===== src/rtl/mem_arbiter.sv =====
// Two-port (instruction fetch / data) arbiter in front of a single-ported word RAM.
// One access in flight at a time; round-robin on ties, fixed latency, address and timeout errors.
module mem_arbiter #(
    parameter int unsigned TIMEOUT = 4
) (
    input  logic        clk,
    input  logic        rst,
    input  logic        i_req,
    input  logic [31:0] i_addr,
    output logic        i_gnt,
    output logic        i_rvalid,
    output logic [31:0] i_rdata,
    output logic        i_err,
    input  logic        d_req,
    input  logic        d_we,
    input  logic [31:0] d_addr,
    input  logic [31:0] d_wdata,
    output logic        d_gnt,
    output logic        d_rvalid,
    output logic [31:0] d_rdata,
    output logic        d_err,
    output logic [7:0]  ram_addr,
    output logic [31:0] ram_wdata,
    output logic        ram_en,
    output logic        ram_we,
    input  logic [31:0] ram_rdata,
    input  logic        ram_ack
);

    localparam int unsigned AW    = 32;
    localparam int unsigned DW    = 32;
    localparam int unsigned WW    = 8;
    localparam int unsigned CNT_W = (TIMEOUT > 1) ? $clog2(TIMEOUT) : 1;

    typedef enum logic [1:0] {
        IDLE  = 2'd0,
        ISSUE = 2'd1,
        WAIT  = 2'd2,
        ERR   = 2'd3
    } state_e;

    typedef struct packed {
        logic          port_d;
        logic          we;
        logic [WW-1:0] word;
        logic [DW-1:0] wdata;
    } req_t;

    state_e           state_q, state_d;
    req_t             req_q, req_d;
    logic             last_d_q, last_d_d;
    logic [CNT_W-1:0] cnt_q, cnt_d;

    logic             gnt_i_c, gnt_d_c;
    logic [AW-1:0]    cap_addr_c;
    logic             rsp_valid_c, rsp_err_c;
    logic [DW-1:0]    rsp_data_c;
    logic             ram_en_c, ram_we_c;
    logic [WW-1:0]    ram_addr_c;
    logic [DW-1:0]    ram_wdata_c;

    // Word-aligned and inside the 1 KiB RAM window.
    function automatic logic addr_ok(input logic [AW-1:0] a);
        return (a[1:0] == 2'b00) && (a[AW-1:10] == '0);
    endfunction

    always_ff @(posedge clk) begin
        if (rst) begin
            state_q  <= IDLE;
            req_q    <= '0;
            last_d_q <= 1'b0;
            cnt_q    <= '0;
        end else begin
            state_q  <= state_d;
            req_q    <= req_d;
            last_d_q <= last_d_d;
            cnt_q    <= cnt_d;
        end
    end

    always_comb begin
        state_d     = state_q;
        req_d       = req_q;
        last_d_d    = last_d_q;
        cnt_d       = cnt_q;
        gnt_i_c     = 1'b0;
        gnt_d_c     = 1'b0;
        cap_addr_c  = '0;
        rsp_valid_c = 1'b0;
        rsp_err_c   = 1'b0;
        rsp_data_c  = '0;
        ram_en_c    = 1'b0;
        ram_we_c    = 1'b0;
        ram_addr_c  = '0;
        ram_wdata_c = '0;

        unique case (state_q)
            IDLE: begin
                // Data wins unless it was the last port served and fetch is also waiting.
                gnt_d_c = d_req && (!i_req || !last_d_q);
                gnt_i_c = i_req && !gnt_d_c;
                if (gnt_i_c || gnt_d_c) begin
                    cap_addr_c   = gnt_d_c ? d_addr : i_addr;
                    last_d_d     = gnt_d_c;
                    req_d.port_d = gnt_d_c;
                    req_d.we     = gnt_d_c && d_we;
                    req_d.word   = cap_addr_c[9:2];
                    req_d.wdata  = (gnt_d_c && d_we) ? d_wdata : '0;
                    cnt_d        = '0;
                    state_d      = addr_ok(cap_addr_c) ? ISSUE : ERR;
                end
            end
            ISSUE: begin
                ram_en_c    = 1'b1;
                ram_we_c    = req_q.we;
                ram_addr_c  = req_q.word;
                ram_wdata_c = req_q.wdata;
                state_d     = WAIT;
            end
            WAIT: begin
                if (ram_ack) begin
                    rsp_valid_c = 1'b1;
                    rsp_data_c  = req_q.we ? '0 : ram_rdata;
                    state_d     = IDLE;
                end else if (cnt_q == CNT_W'(TIMEOUT - 1)) begin
                    state_d = ERR;
                end else begin
                    cnt_d = cnt_q + CNT_W'(1);
                end
            end
            ERR: begin
                rsp_valid_c = 1'b1;
                rsp_err_c   = 1'b1;
                state_d     = IDLE;
            end
            default: state_d = IDLE;
        endcase
    end

    // Steer the response to the owning port; everything is held at zero while rst is high.
    always_comb begin
        i_gnt     = !rst && gnt_i_c;
        d_gnt     = !rst && gnt_d_c;
        i_rvalid  = !rst && rsp_valid_c && !req_q.port_d;
        d_rvalid  = !rst && rsp_valid_c && req_q.port_d;
        i_err     = !rst && rsp_err_c && !req_q.port_d;
        d_err     = !rst && rsp_err_c && req_q.port_d;
        i_rdata   = (!rst && !req_q.port_d) ? rsp_data_c : '0;
        d_rdata   = (!rst && req_q.port_d) ? rsp_data_c : '0;
        ram_en    = !rst && ram_en_c;
        ram_we    = !rst && ram_we_c;
        ram_addr  = rst ? '0 : ram_addr_c;
        ram_wdata = rst ? '0 : ram_wdata_c;
    end

endmodule


===== config.mk =====
export PLATFORM = sky130hd
export DESIGN_NAME = mem_arbiter
export DESIGN_NICKNAME = d
export VERILOG_FILES = /design/src/rtl/mem_arbiter.sv
export SDC_FILE = /design/constraint.sdc
export NUM_CORES = 1
export LEC_CHECK = 0
export ABC_AREA = 1
export BUFFER_PORTS_ARGS = -buffer_cell sky130_fd_sc_hd__buf_2
export CAP_MARGIN = 10
export CORE_MARGIN = 2
export CORE_UTILIZATION = 35
export CTS_BUF_LIST = sky130_fd_sc_hd__clkbuf_4
export DETAILED_ROUTE_END_ITERATION = 6
export PLACE_DENSITY = 0.77
export SLEW_MARGIN = 15
export SYNTH_ARGS = -nofsm -noshare
export SYNTH_HDL_FRONTEND = slang
export SYNTH_SLANG_ARGS = --single-unit

===== constraint.sdc =====
create_clock -name clk -period 1.64 [get_ports clk]
set_input_delay 0 -clock clk [delete_from_list [all_inputs] [get_ports clk]]
set_output_delay 0 -clock clk [all_outputs]
set_load 0.005 [all_outputs]

==> results.toml <==
[sta]
holdWs_ns = 0.0898
timing.fmax_mhz = 627
hold_viol_final = 0
relSlewSlack = 0.584
rsz0062_at_grt = "yes"
worst_pin_slew_ns = 0.625
period_share = 0.973
fin_crit_ns = 1.60
finalClockSkew_ns = 0.00877
setup_viol = 0
drv_slew = 0

[synthesis]
syn_area_sq_mm = 0.00303
ys_top_cells_by_count = "inv_1 (101), nand2_1 (84), nor2_1 (75), nor3_1 (67), dfxtp_1 (46)"
yosys-top-cells-area = "dfxtp_1 (30%), inv_1 (13%), nor3_1 (11%)"
synth_area_per_cell_sq_um = 5.87
syn_inst = 515
synthMostInstantiatedCell = "inv_1"
synth_nets = 650
yosys_register_bits = 46
yosys.area.top_type = "dfxtp_1"
synth-main-ff-cell = "dfxtp_1"
synth_cell_type_count = 26
async_flop_share = 0
ys_seq_area_frac = 0.304
synth-edff-count = 0
ys_warn_count = 0
synthDominantCellAreaShare = 0.304

[power]
p_clk_frac = 0.218
leakagePower_nw = 2.64
swShare = 0.373
ir_worst_vdd_uv = 547
p_seq_frac = 0.390
p_sw_mw = 1.25
power_density_mw_per_mm2 = 649
p_comb_frac = 0.393
intPower_mw = 2.10

[critical_path]
worstPathArrival_ns = 1.60
crit_fanout = 27
required_ns = 1.64
cp_cell_sequence = "inv_2, nand2_2, nor2_4, nand2_4, buf_12, nor3_1, buf_2"
worst-r2r-cell-count = 7
critical-path-max-stage-delay_ns = 0.38
cp-start-kind = "flop"
r2r_start = "state_q[0]"
r2r_slack_ns = 0.17
crit_slowest_cell = "dfxtp_4"
reg2reg_to = "cnt_q[0]"
cp-end-kind = "primary output"
critPathKind = "reg -> out"
critPathLaunch = "state_q[0]"

[place]
hpwlAfterDp_um = 8670
dp_cells = 840
port_buffers = 245
place.gp.congestion = 0.968

[die]
io_pins = 246
start_util = 0.365
die_w_um = 97.0
die_area_sq_mm = 0.00940
rows = 33
coreArea_sq_mm = 0.00830
die_y_um = 97.0

[run]
maxCapViolCount = 0

[hold_path]
holdPathEnd = "last_d_q"
min_path_type = "in -> reg"
worstHoldStart = "rst"
hold_depth = 4

[finish]
area_growth_pct = 70.6
final_nets = 931
finish.utilization = 0.622
fin_cells = 903
fill_cells = 765
drive_above_1_share = 0.394

[grt]
grt_usage = 0.260
antenna_found_initial = 1
grt_overflow = 0
grt_pass1_vias = 4362
grt_pass1_wl_um = 20600
grt_max_degree = 43

[outcome]
outcome = "finished, final reports clean"

[drt]
wl_per_cell_um = 14.1
firstDrtPassIters = 5
routed_wl_um = 12700
drtAntennaViolNets = 0
vias = 4437
drtIter0Drc = 224
drc_errors = 0
viasPerCell = 4.91

[clock_tree]
clockBufferDepth = 2
numCtsBuffers = 5
path_clk_slew_ns = 0.14
tritoncts = "yes"
cts_htree_levels = 2
cts.sink_count = 46
clk_latency_ns = 0.36
cts_root_buffer = "clkbuf_4"
[power groups by stage]
stage	registers, mW	logic, mW	clock network, mW
6_report	1.30	1.32	0.729
5_1_grt	1.32	1.45	0.783
4_1_cts	1.30	1.23	0.747
3_5_place_dp	1.33	1.07	0
3_3_place_gp	1.32	1.04	0
2_1_floorplan	1.30	0.700	0
[area by class of cell]
class | count | area [sq um] | area share
timing repair buffer | 312 | 1920 | 0.372
multi-input combinational | 326 | 1700 | 0.329
sequential | 46 | 932 | 0.181
inverter | 105 | 397 | 0.0769
tap | 105 | 131 | 0.0255
clock inverter | 3 | 43.8 | 0.00849
clock buffer | 5 | 37.5 | 0.00727
antenna | 1 | 2.50 | 0.000485
[state kept, by name, indices dropped and copies added, names as in the netlist]
| name | flops |
|---|---|
| req_q | 41 |
| cnt_q | 2 |
| last_d_q | 1 |
| state_q | 2 |
[worst max-delay path by stage]
| stage | endpoint |
|---|---|
| after floorplan | req_q[0] |
| after global placement | req_q[3] |
| after detailed placement | req_q[27] |
| after CTS | i_gnt |
| after global routing | i_rdata[15] |
| final | i_rdata[15] |
[metal layers]
metal | global-route usage | part of all wire
met1 | 0.282 | 0.37
met2 | 0.505 | 0.54
met3 | 0.0491 | 0.068
met4 | 0.0769 | 0.024
met5 | 0 | 0
[cells in the final DEF (no fill, tap or decap), types with 10 or more instances in the layout]
| cell | count |
|---|---|
| buf_2 | 245 |
| nor2_1 | 75 |
| nand4_1 | 33 |
| dfxtp_1 | 43 |
| dlygate4sd3_1 | 49 |
| inv_1 | 101 |
| buf_4 | 10 |
| nand2_1 | 81 |
| nor3_2 | 30 |
| nor3_1 | 37 |
| a21oi_1 | 34 |
[worst max-delay path, delay by kind of cell, from the launching register on]
kind | cells | cell delay (ns)
AND/OR/NAND/NOR | 4 | 0.47
flip-flops | 1 | 0.38
buffers and inverters | 3 | 0.40
[through the flow]
stage | setup WS [ns] | cell area, sq um | power, mW | TNS [ns]
after detailed placement | 0.0679 | 4320 | 2.40 | 0
after CTS | 0.0167 | 4980 | 3.28 | 0
after global placement | 0.176 | 4320 | 2.36 | 0
final | 0.0443 | 5160 | 3.35 | 0
after floorplan | 0.327 | 3030 | 2.00 | 0
after global routing | -0.0447 | 5160 | 3.55 | -0.407
[cells by family (layout without fill, tap and decap cells)]
| group | count (synthesis) | after routing | share of synthesized area |
|---|---|---|---|
| buf+inv | 143 | 425 | 0.190 |
| other cells | 0 | 1 | 0 |
| flops | 46 | 46 | 0.304 |
| simple gates | 271 | 271 | 0.403 |
| compound gates | 54 | 54 | 0.0980 |
| fa+ha+maj | 1 | 1 | 0.00413 |
[timing repair]
action | 4_1_cts | 5_1_grt
gates resized for setup | 10 | 40
pin swaps | 2 | 1
hold endpoints to repair | 41 | 0
hold buffers | 49 | 0
setup endpoints to repair | 74 | 69
cloned | 1 | 0
setup buffers | 4 | 0
Note: power is estimated with default switching activity, not from simulation.
